File: config.mk
export PLATFORM = sky130hd
export DESIGN_NAME = spill_flush_rr_scheduler
export DESIGN_NICKNAME = d
export VERILOG_FILES = /design/src/rtl/spill_flush_sched_pkg.sv /design/src/rtl/spill_flush_sched_rr_pick.sv /design/src/rtl/spill_flush_rr_scheduler.sv
export SDC_FILE = /design/constraint.sdc
export NUM_CORES = 1
export LEC_CHECK = 0
export ABC_CLOCK_PERIOD_IN_PS = 3800
export CORE_MARGIN = 5
export CORE_UTILIZATION = 30
export CTS_BUF_LIST = sky130_fd_sc_hd__clkbuf_4 sky130_fd_sc_hd__clkbuf_8
export DETAILED_ROUTE_END_ITERATION = 8
export GPL_TIMING_DRIVEN = 0
export PLACE_DENSITY = 0.71
export SYNTH_ARGS = -nofsm -noshare
export SYNTH_HDL_FRONTEND = slang
export SYNTH_SLANG_ARGS = --single-unit
File: constraint.sdc
create_clock -name clk_i -period 3.8 [get_ports clk_i]
set_clock_uncertainty 0.15 [all_clocks]
set_input_delay 0.95 -clock clk_i [delete_from_list [all_inputs] [get_ports clk_i]]
set_output_delay 0.95 -clock clk_i [all_outputs]
set_load 0.005 [all_outputs]
File: src/rtl/spill_flush_sched_pkg.sv
// Shared types and constants for the spill/flush round-robin scheduler.
// Holds the FSM state encoding, stat counter width and a saturating increment.
package spill_flush_sched_pkg;

  typedef enum logic [1:0] {
    IDLE  = 2'd0,
    FLUSH = 2'd1,
    ACK   = 2'd2
  } state_e;

  localparam int unsigned StatW = 16;
  localparam logic [StatW-1:0] StatMax = 16'hFFFF;

  function automatic logic [StatW-1:0] sat_inc(
    input logic [StatW-1:0] v
  );
    return (v == StatMax) ? v : v + 1'b1;
  endfunction

endpackage

File: src/rtl/spill_flush_sched_rr_pick.sv
// Rotate-and-find-first picker: first set valid at or after ptr_i, wrapping.
// Ports: valid_i/ptr_i in; grant_o (index), any_o (some valid set) out.
module spill_flush_sched_rr_pick #(
  parameter  int unsigned NumIn = 4,
  localparam int unsigned IdxW  = $clog2(NumIn)
) (
  input  logic [NumIn-1:0] valid_i,
  input  logic [IdxW-1:0]  ptr_i,
  output logic [IdxW-1:0]  grant_o,
  output logic             any_o
);

  logic [IdxW-1:0] idx;
  logic            found;

  always_comb begin
    grant_o = '0;
    found   = 1'b0;
    idx     = '0;
    for (int unsigned k = 0; k < NumIn; k++) begin
      idx = IdxW'((32'(ptr_i) + k) % NumIn);
      if (!found && valid_i[idx]) begin
        found   = 1'b1;
        grant_o = idx;
      end
    end
  end

  assign any_o = |valid_i;

endmodule

File: src/rtl/spill_flush_rr_scheduler.sv
// Round-robin merge of NumIn streams onto one flushable spill register,
// plus a flush sequencer (flush held FlushCycles, then one-cycle ack).
// Ports: clk_i, rst_i (sync, high); inp_valid/ready/data per requester;
// spill_valid/ready/data/idx/flush to the spill; flush_req_i/flush_ack_o;
// stat_cnt_o per-requester grant counters (SPILL_FLUSH_SCHED_STATS_EN).
module spill_flush_rr_scheduler
  import spill_flush_sched_pkg::*;
#(
  parameter  int unsigned NumIn       = 4,
  parameter  type         T           = logic,
  parameter  int unsigned FlushCycles = 1,
  localparam int unsigned IdxW        = $clog2(NumIn)
) (
  input  logic                        clk_i,
  input  logic                        rst_i,
  input  logic [NumIn-1:0]            inp_valid_i,
  output logic [NumIn-1:0]            inp_ready_o,
  input  T     [NumIn-1:0]            inp_data_i,
  output logic                        spill_valid_o,
  input  logic                        spill_ready_i,
  output T                            spill_data_o,
  output logic [IdxW-1:0]             spill_idx_o,
  output logic                        spill_flush_o,
  input  logic                        flush_req_i,
  output logic                        flush_ack_o,
  output logic [NumIn-1:0][StatW-1:0] stat_cnt_o
);

  localparam int unsigned CntW =
    (FlushCycles > 1) ? $clog2(FlushCycles) : 1;
  localparam logic [CntW-1:0] FcLast = CntW'(FlushCycles - 1);

  state_e          state_q;
  logic [CntW-1:0] fcnt_q;
  logic            flush_q;
  logic            ack_q;
  logic [IdxW-1:0] ptr_q;
  logic            lock_q;
  logic [IdxW-1:0] lock_idx_q;

  logic [IdxW-1:0] pick;
  logic            any_v;
  logic [IdxW-1:0] grant;
  logic            idle;
  logic            vld;
  logic            hs;
  logic            go_flush;

  spill_flush_sched_rr_pick #(
    .NumIn (NumIn)
  ) u_pick (
    .valid_i (inp_valid_i),
    .ptr_i   (ptr_q),
    .grant_o (pick),
    .any_o   (any_v)
  );

  // A stalled beat keeps its source until accepted; a dropped
  // locked valid falls back to the normal pick.
  assign grant = (lock_q && inp_valid_i[lock_idx_q])
               ? lock_idx_q : pick;

  assign idle     = (state_q == IDLE);
  assign vld      = idle && any_v && !flush_req_i;
  assign hs       = vld && spill_ready_i;
  assign go_flush = idle && flush_req_i;

  always_ff @(posedge clk_i) begin
    if (rst_i) begin
      state_q <= IDLE;
      fcnt_q  <= '0;
      flush_q <= 1'b0;
      ack_q   <= 1'b0;
    end else begin
      unique case (state_q)
        IDLE: begin
          if (flush_req_i) begin
            state_q <= FLUSH;
            fcnt_q  <= '0;
            flush_q <= 1'b1;
          end
        end
        FLUSH: begin
          if (fcnt_q == FcLast) begin
            state_q <= ACK;
            flush_q <= 1'b0;
            ack_q   <= 1'b1;
          end else begin
            fcnt_q <= fcnt_q + 1'b1;
          end
        end
        ACK: begin
          state_q <= IDLE;
          ack_q   <= 1'b0;
        end
        default: begin
          state_q <= IDLE;
          flush_q <= 1'b0;
          ack_q   <= 1'b0;
        end
      endcase
    end
  end

  always_ff @(posedge clk_i) begin
    if (rst_i) begin
      ptr_q      <= '0;
      lock_q     <= 1'b0;
      lock_idx_q <= '0;
    end else if (go_flush) begin
      lock_q <= 1'b0;
    end else if (hs) begin
      ptr_q  <= (grant == IdxW'(NumIn - 1)) ? '0 : grant + 1'b1;
      lock_q <= 1'b0;
    end else if (vld) begin
      lock_q     <= 1'b1;
      lock_idx_q <= grant;
    end
  end

  always_comb begin
    inp_ready_o = '0;
    if (!rst_i && hs) inp_ready_o[grant] = 1'b1;
  end

  assign spill_valid_o = !rst_i && vld;
  assign spill_data_o  = rst_i ? '0 : inp_data_i[grant];
  assign spill_idx_o   = rst_i ? '0 : grant;
  assign spill_flush_o = !rst_i && flush_q;
  assign flush_ack_o   = !rst_i && ack_q;

`ifdef SPILL_FLUSH_SCHED_STATS_EN
  logic [NumIn-1:0][StatW-1:0] stat_q;

  always_ff @(posedge clk_i) begin
    if (rst_i || state_q == ACK) begin
      stat_q <= '0;
    end else if (hs) begin
      stat_q[grant] <= sat_inc(stat_q[grant]);
    end
  end

  assign stat_cnt_o = rst_i ? '0 : stat_q;
`else
  assign stat_cnt_o = '0;
`endif

endmodule

==> results of run 1 <==
==> report_power, final <==
group	internal (mW)	total (mW)	switching, mW
Sequential	0.102	0.106	0.00408
Combinational	0.0994	0.174	0.0742
Clock	0.0800	0.115	0.0353
Total	0.281	0.395	0.114
==> worst max-delay path: stages <==
cell	delay, ns
buf_2	0.13
mux2_4	0.28
a22o_4	0.26
and2_4	0.17
a21oi_4	0.14
inv_2	0.06
ha_1	0.18
and2_1	0.13
dlygate4sd2_1	0.26
==> worst paths after layout <==
| path | cells after the start | start | endpoint | slack, ns |
|---|---|---|---|---|
| worst max-delay path | 9 | inp_valid_i[2] | inp_ready_o[3] | 0.14 |
| worst max register to register | 9 | lock_idx_q[0] | ptr_q[1] | 1.71 |
| worst min register to register | 1 | state_q[1] | state_q[1] | 0.30 |
| worst min-delay path | 1 | state_q[1] | state_q[1] | 0.30 |
==> sequential cells by signal, summed over array words and instances, names as in the netlist <==
signal / count
ack_q: 1
lock_q: 1
ptr_q: 2
lock_idx_q: 2
state_q: 2
flush_q: 1
==> layout make-up <==
cell class,count,share of cell area
Inverter,4,0.00829
Tap cell,50,0.0346
Clock buffer,4,0.0270
Multi-Input combinational cell,133,0.431
Timing Repair Buffer,27,0.126
Buffer,66,0.274
Sequential cell,9,0.0995
==> repair_timing <==
action | in CTS | in global routing
pin swaps | 3 | 0
buffers inserted | 5 | 1
gates resized for setup | 29 | 2
setup endpoints to repair | 7 | 2
hold buffers | 0 | 0
==> metal layers <==
layer  vias to the layer above  share of wire  track usage
met2                        43           0.50        0.148
met1                       403           0.38        0.100
li1                        550              -            -
met4                         0          0.018       0.0492
met3                         4          0.099       0.0152
met5                         -              0            0
==> through the flow <==
stage                     TNS (ns)  cell area [µm²]  total power [mW]  hold slack [ns]
after floorplan                  0             1430             0.222            0.273
after global placement       -5.04             1710             0.261            0.288
after detailed placement     -5.19             1710             0.262            0.297
after CTS                        0             1800             0.394            0.303
after global routing             0             1810             0.424            0.325
final                            0             1810             0.395            0.302
==> kinds of logic (layout without fill, tap and decap cells) <==
group           count (synthesis)  in the layout
buf+inv                        70            101
mux                             6              6
simple gates                   40             40
flops                           9              9
compound gates                 19             19
other cells                     1             64
fa+ha+maj                       4              4
==> cells in the mapped netlist (2+ instances only) <==
cell type | number | area, µm²
a211oi_1 | 3 | 22.5
ha_1 | 4 | 50.1
inv_1 | 4 | 15.0
a21oi_1 | 4 | 20.0
and2_1 | 4 | 25.0
nor3_1 | 5 | 25.0
mux2_4 | 2 | 30.0
nand2_1 | 5 | 18.8
mux2i_1 | 4 | 40.0
nor2_1 | 9 | 33.8
nand2b_1 | 4 | 25.0
o21ai_0 | 2 | 10.0
nor2b_1 | 6 | 37.5
dfxtp_1 | 9 | 180
buf_4 | 64 | 480
==> impl_metrics.json, run 1 <==
{
  "slew_headroom": 0.667,
  "clk_latency_ns": 0.23,
  "drv_slew": 0,
  "preCtsSetupSlack_ns": -0.944,
  "ys.warnings.count": 0,
  "final_nets": 260,
  "p_leak_nw": 1.04,
  "avgSynthCellArea_um2": 8.04,
  "powerDensity_nw_per_um2": 218,
  "wire_per_inst_um": 8.30,
  "drt_wl_total_um": 2430,
  "ctsHtreeMaxLevel": 1,
  "synth_top_family_by_area": "buffers and inverters",
  "rsz0062_at_grt": "false",
  "holdCritPathClass": "reg2reg",
  "area_growth_pct": 51.2,
  "cts_root_buf": "clkbuf_8",
  "hpwl_um": 2030,
  "grt_antenna_before_repair": 0,
  "dr_total_vias": 1000,
  "synthMuxAreaShare": 0.0585,
  "seqCellArea_um2": 180,
  "ir_worst_vdd_uv": 139,
  "min_period_over_period": 0.962,
  "firstDrtPassIters": 4,
  "critical_path.startpoint_type": "input port",
  "cp_max_fo": 4,
  "fin_ws_ns": 0.145,
  "drc": 0,
  "numCtsBuffers": 3,
  "crit_required_ns": 2.70,
  "dp_cells": 283,
  "fin_cells": 293,
  "syn_area_um2": 1200,
  "cts_sinks": 9,
  "core-area_um2": 3940,
  "ys_seq_area_frac": 0.150,
  "num_antenna_cells": 0,
  "ys_async_sr_fraction": 0,
  "multi_input_area_um2": 781,
  "first_global_vias": 878,
  "synth-simple-area-share": 0.183,
  "synth-compound-area-share": 0.137,
  "grt_pass1_wl_um": 3660,
  "status": "complete, no violations",
  "initial_core_util": 0.304,
  "drive_gt1_frac": 0.379,
  "hold_viol": 0,
  "clock_path_buffers": 2,
  "period_needed_ns": 3.66,
  "die_area_um2": 5350,
  "arrival_ns": 2.56,
  "crit_path_end_kind": "primary output",
  "drtAntennaViolNets": 0,
  "yosys.area_share.xor_xnor": 0,
  "synth_edf_count": 0,
  "viasPerCell": 3.41,
  "final_common_cell": "buf_4",
  "clk_pin_slew_ns": 0.04,
  "gp_congestion": 0.781,
  "maxCapViolations": 0,
  "worst_pin_slew_ns": 0.498,
  "grt_overflow_total": 0,
  "syn-instance-count": 149,
  "setup_viol": 0,
  "die_y_um": 73.2,
  "n_fill_cell": 416,
  "grt_start_max_net_pins": 11,
  "worstSetupPathType": "in2out",
  "grt_usage": 0.0866,
  "max_freq_mhz": 274,
  "numPortBuffers": 21,
  "tritoncts": "done",
  "utilization": 0.459,
  "die_x_um": 73.2,
  "io_pins": 86,
  "layout_common_cells": "buf_4, conb_1, clkdlybuf4s50_1",
  "ys_seq_elements": 9,
  "synth_cell_types": 35,
  "row_count": 23,
  "ys.flop_type": "dfxtp_1",
  "synthAdderAreaFrac": 0.0418,
  "drtIter0Drc": 16
}
Note: power is estimated with default switching activity, not from simulation.
==> run 2, diff against run 1 <==
--- a/config.mk
+++ b/config.mk
@@ -5,7 +5,7 @@
 export SDC_FILE = /design/constraint.sdc
 export NUM_CORES = 1
 export LEC_CHECK = 0
-export ABC_CLOCK_PERIOD_IN_PS = 3800
+export ABC_CLOCK_PERIOD_IN_PS = 4700
 export CORE_MARGIN = 5
 export CORE_UTILIZATION = 30
 export CTS_BUF_LIST = sky130_fd_sc_hd__clkbuf_4 sky130_fd_sc_hd__clkbuf_8
==> constraint.sdc (replaced) <==
create_clock -name clk_i -period 4.7 [get_ports clk_i]
set_clock_uncertainty 0.15 [all_clocks]
set_input_delay 1.175 -clock clk_i [delete_from_list [all_inputs] [get_ports clk_i]]
set_output_delay 1.175 -clock clk_i [all_outputs]
set_load 0.005 [all_outputs]
==> run 2 against run 1 <==
Effect of this change: first-iteration DRC count fell by 6.3%; highest routed layer unchanged; design area shrank 1.7%; critical path type unchanged; sequential cell count is the same; clock power shrank 18%; hold slack unchanged; die area unchanged; combinational power shrank 25%.
==> impl_metrics.json, run 2 (synthesis results as in run 1) <==
{
  "setup_viol": 0,
  "grt_antenna_before_repair": 0,
  "numPortBuffers": 21,
  "grt_start_max_net_pins": 11,
  "postCtsSetupBuffers": 0,
  "cpMaxStageDelayCell": "clkdlybuf4s50_1",
  "slew_headroom": 0.668,
  "first_global_vias": 866,
  "power_frac_comb": 0.421,
  "ir_worst_vdd_uv": 113,
  "layout_common_cells": "buf_4, conb_1, clkdlybuf4s50_1",
  "whs_endpoint": "state_q[1]",
  "io_pins": 86,
  "critPathBufInv": 3,
  "firstDrtPassIters": 3,
  "arrival_ns": 3.24,
  "critical_path.startpoint_type": "input port",
  "num_antenna_cells": 0,
  "viasPerCell": 3.42,
  "rsz0062_at_grt": "false",
  "worstPathCellList": "dlygate4sd2_1 > mux2_4 > a22o_1 > and2_4 > a21oi_4 > inv_1 > ha_1 > and2_1 > clkdlybuf4s50_1",
  "p_leak_nw": 0.987,
  "worstHoldStart": "state_q[1]",
  "max_stage_delay_ns": 0.44,
  "p_total_mw": 0.310,
  "fin_ws_ns": 0.140,
  "crit_path_end_kind": "primary output",
  "drt_wl_total_um": 2330,
  "reg_top3": "lock_idx_q: 2 flops, ptr_q: 2 flops, state_q: 2 flops",
  "drtIter0Drc": 15,
  "drv_slew": 0,
  "whs_path_depth": 1,
  "holdCritPathClass": "reg2reg",
  "utilization": 0.451,
  "final_nets": 254,
  "maxCapViolations": 0,
  "clk_latency_ns": 0.23,
  "area_growth_pct": 48.6,
  "grt_overflow_total": 0,
  "seqCellArea_um2": 180,
  "clk_pin_slew_ns": 0.04,
  "cts_root_buf": "clkbuf_8",
  "dp_cells": 283,
  "drive_gt1_frac": 0.333,
  "die_area_um2": 5350,
  "dr_total_vias": 981,
  "drc": 0,
  "status": "complete, no violations",
  "tritoncts": "done",
  "grt_pass1_wl_um": 3550,
  "preCtsSetupSlack_ns": -0.494,
  "core-area_um2": 3940,
  "row_count": 23,
  "fin_cells": 287,
  "power.share.clock": 0.303,
  "hpwl_um": 2030,
  "drtAntennaViolNets": 0,
  "critPathTopFamily": "buffers and inverters",
  "worstSetupPathType": "in2out",
  "cts_sinks": 9,
  "clock_path_buffers": 2,
  "rr_startpoint": "lock_idx_q[0]",
  "numCtsBuffers": 3,
  "reg2regPathDepth": 9,
  "n_fill_cell": 424,
  "crit_required_ns": 3.38,
  "hold_slack_ns": 0.302,
  "powerDensity_nw_per_um2": 174,
  "initial_core_util": 0.304,
  "hold_viol": 0,
  "r2r_end": "ptr_q[1]",
  "power_frac_seq": 0.276,
  "multi_input_area_um2": 772,
  "period_needed_ns": 4.56,
  "gp_congestion": 0.781,
  "min_period_over_period": 0.970,
  "die_y_um": 73.2,
  "worst_pin_slew_ns": 0.497,
  "cp_max_fo": 5,
  "crit_cells": 9,
  "p_sw_frac": 0.288,
  "ctsHtreeMaxLevel": 1,
  "grt_usage": 0.0835,
  "die_x_um": 73.2,
  "r2r_slack_ns": 2.53,
  "p_int_mw": 0.221,
  "switchingPower_mw": 0.0891,
  "max_freq_mhz": 219,
  "post_cts_resized": 10,
  "wire_per_inst_um": 8.13,
  "ctsHoldBuffers": 0
}
[run 2: cell types whose count changed in the layout (fill, tap and decap cells not counted)]
cell             before  now
a22o_1                0    1
a22o_4                1    0
buf_2                 4    0
buf_4                70   64
clkdlybuf4s50_1      11   17
dlygate4sd2_1         6    4
inv_1                 2    4
inv_2                 2    0
[run 2: power by group through the flow]
| stage | combinational (mW) | clock, mW | sequential, mW |
|---|---|---|---|
| 6_report | 0.130 | 0.0938 | 0.0856 |
| 2_1_floorplan | 0.0937 | 0 | 0.0859 |
| 3_3_place_gp | 0.124 | 0 | 0.0867 |
| 4_1_cts | 0.129 | 0.0977 | 0.0856 |
| 5_1_grt | 0.146 | 0.100 | 0.0861 |
| 3_5_place_dp | 0.125 | 0 | 0.0869 |
[run 2: worst max-delay path by stage]
stage	slack [ns]	endpoint	from
final	0.14	inp_ready_o[3]	inp_valid_i[3]
after global routing	0.01	spill_data_o	inp_valid_i[1]
after CTS	0.13	inp_ready_o[3]	inp_valid_i[3]
after detailed placement	-0.49	inp_ready_o[3]	inp_valid_i[1]
after global placement	-0.45	inp_ready_o[3]	inp_valid_i[1]
after floorplan	0.85	inp_ready_o[1]	inp_valid_i[2]
[run 2: worst reg2reg max path, stage by stage, from the launching register on]
cell and delay (ns):
dfxtp_1 0.32, buf_6 0.13, mux2_4 0.31, a22o_1 0.26
and2_4 0.18, a21oi_4 0.17, inv_1 0.09, ha_1 0.30
nand2_1 0.06, a21oi_1 0.05
[run 2: final cells by class]
cell class                      instances  area share
Multi-Input combinational cell        133       0.434
Sequential cell                         9       0.101
Clock buffer                            4      0.0274
Inverter                                4     0.00844
Timing Repair Buffer                   21       0.115
Buffer                                 66       0.278
Tap cell                               50      0.0352
[run 2: per-stage QoR]
stage	TNS [ns]	cell area [µm²]
2_1_floorplan	0	1430
3_3_place_gp	-1.91	1710
3_5_place_dp	-2.05	1710
4_1_cts	0	1780
5_1_grt	0	1780
6_report	0	1780
[run 2: routing by layer]
metal,global-route usage,share of wire
met1,0.100,0.39
met2,0.137,0.49
met3,0.0152,0.10
met4,0.0492,0.018
met5,0,0
==> run 3, diff against run 2 <==
--- a/config.mk
+++ b/config.mk
@@ -12,6 +12,7 @@
 export DETAILED_ROUTE_END_ITERATION = 8
 export GPL_TIMING_DRIVEN = 0
 export PLACE_DENSITY = 0.71
+export SKIP_CTS_REPAIR_TIMING = 1
 export SYNTH_ARGS = -nofsm -noshare
 export SYNTH_HDL_FRONTEND = slang
 export SYNTH_SLANG_ARGS = --single-unit
==> run 3 against run 2 <==
Effect of this change: combinational power is essentially flat; final cell count is the same; design area grew 0.84%; routed wire length shrank 0.26%; critical path depth is the same; fmax grew 2.6%; power grew 0.35%; global-route usage shrank 0.29 points; setup slack gained 0.11 ns; largest power group unchanged.
==> impl_metrics.json, run 3 (synthesis results as in run 1) <==
{
  "setup_viol": 0,
  "worstSetupPathType": "in2out",
  "seqCellArea_um2": 180,
  "max_stage_delay_ns": 0.44,
  "grt_start_max_net_pins": 11,
  "viasPerCell": 3.41,
  "clk_pin_slew_ns": 0.04,
  "dr_total_vias": 978,
  "grt_pass1_wl_um": 3430,
  "clock_path_buffers": 2,
  "die_y_um": 73.2,
  "firstDrtPassIters": 4,
  "drt_wl_total_um": 2330,
  "wire_per_inst_um": 8.11,
  "gp_congestion": 0.781,
  "utilization": 0.455,
  "drv_slew": 0,
  "row_count": 23,
  "cts_root_buf": "clkbuf_8",
  "maxCapViolations": 0,
  "worstPathCellList": "dlymetal6s2s_1 > mux2_4 > a22o_1 > and2_4 > a21oi_4 > inv_1 > ha_1 > and2_1 > clkdlybuf4s50_1",
  "place_area_um2": 1710,
  "crit_required_ns": 3.38,
  "area_growth_pct": 49.8,
  "min_period_over_period": 0.946,
  "crit_path_end_kind": "primary output",
  "first_global_vias": 831,
  "hold_slack_ns": 0.302,
  "grt_usage": 0.0806,
  "arrival_ns": 3.12,
  "n_fill_cell": 425,
  "die_x_um": 73.2,
  "cpMaxStageDelayCell": "clkdlybuf4s50_1",
  "slew_headroom": 0.668,
  "initial_core_util": 0.304,
  "num_antenna_cells": 0,
  "layout_common_cells": "buf_4, conb_1, clkdlybuf4s50_1",
  "drtAntennaViolNets": 0,
  "fin_cells": 287,
  "dp_cells": 283,
  "drc": 0,
  "cp_max_fo": 5,
  "numCtsBuffers": 3,
  "ir_worst_vdd_uv": 113,
  "drtIter0Drc": 12,
  "p_leak_nw": 1.02,
  "io_pins": 86,
  "holdCritPathClass": "reg2reg",
  "core-area_um2": 3940,
  "grt_overflow_total": 0,
  "tritoncts": "done",
  "max_freq_mhz": 225,
  "powerDensity_nw_per_um2": 173,
  "grt_antenna_before_repair": 0,
  "hold_viol": 0,
  "hpwl_um": 2030,
  "timing.setup.tns_ns": 0,
  "die_area_um2": 5350,
  "clk_latency_ns": 0.23,
  "reg_top3": "lock_idx_q: 2 flops, ptr_q: 2 flops, state_q: 2 flops",
  "worst_pin_slew_ns": 0.497,
  "cts_sinks": 9,
  "period_needed_ns": 4.45,
  "multi_input_area_um2": 772,
  "numPortBuffers": 21,
  "rsz0062_at_grt": "false",
  "final_nets": 254,
  "status": "complete, no violations",
  "critical_path.startpoint_type": "input port",
  "final_area_um2": 1790,
  "drive_gt1_frac": 0.333,
  "ctsHtreeMaxLevel": 1
}
run 3: per-layer routing:
metal  wire length [µm]  share of wire  vias up  track usage
li1                   -              -      538            -
met1                916           0.39      393        0.100
met2               1130           0.48       43        0.127
met3                240           0.10        4       0.0152
met4                 43          0.018        0       0.0492
met5                  0              0        -            0
run 3: through the flow:
step                power, mW  setup slack [ns]
floorplan               0.180             0.850
global route            0.334             0.117
CTS                     0.309            -0.503
detailed placement      0.212            -0.494
global placement        0.211            -0.447
finish                  0.311             0.254
run 3: path summary, 6_finish.rpt:
path | slack (ns) | startpoint | cells after the start | end
max | 0.25 | inp_valid_i[3] | 9 | inp_ready_o[3]
min | 0.30 | state_q[1] | 1 | state_q[1]
max reg2reg | 2.53 | lock_idx_q[0] | 9 | ptr_q[1]
min reg2reg | 0.30 | state_q[1] | 1 | state_q[1]
run 3: cell type report:
type,instances,share of cell area
buffer,66,0.276
clock buffer,4,0.0272
inverter,4,0.00837
multi-input combinational,133,0.430
sequential,9,0.100
tap,50,0.0349
timing repair buffer,21,0.123
run 3: power breakdown:
| group | total [mW] | internal, mW | switching (mW) |
|---|---|---|---|
| clock network | 0.0938 | 0.0647 | 0.0290 |
| registers | 0.0856 | 0.0823 | 0.00329 |
| logic | 0.132 | 0.0748 | 0.0567 |
| total | 0.311 | 0.222 | 0.0891 |
run 3: worst max-delay path, delay by kind of cell:
| family | cells | cell delay [ns] |
|---|---|---|
| AO/OA/AOI/OAI | 2 | 0.43 |
| adder cells (fa/ha/maj) | 1 | 0.19 |
| buffers and inverters | 3 | 0.72 |
| multiplexers | 1 | 0.29 |
| AND/OR/NAND/NOR | 2 | 0.31 |
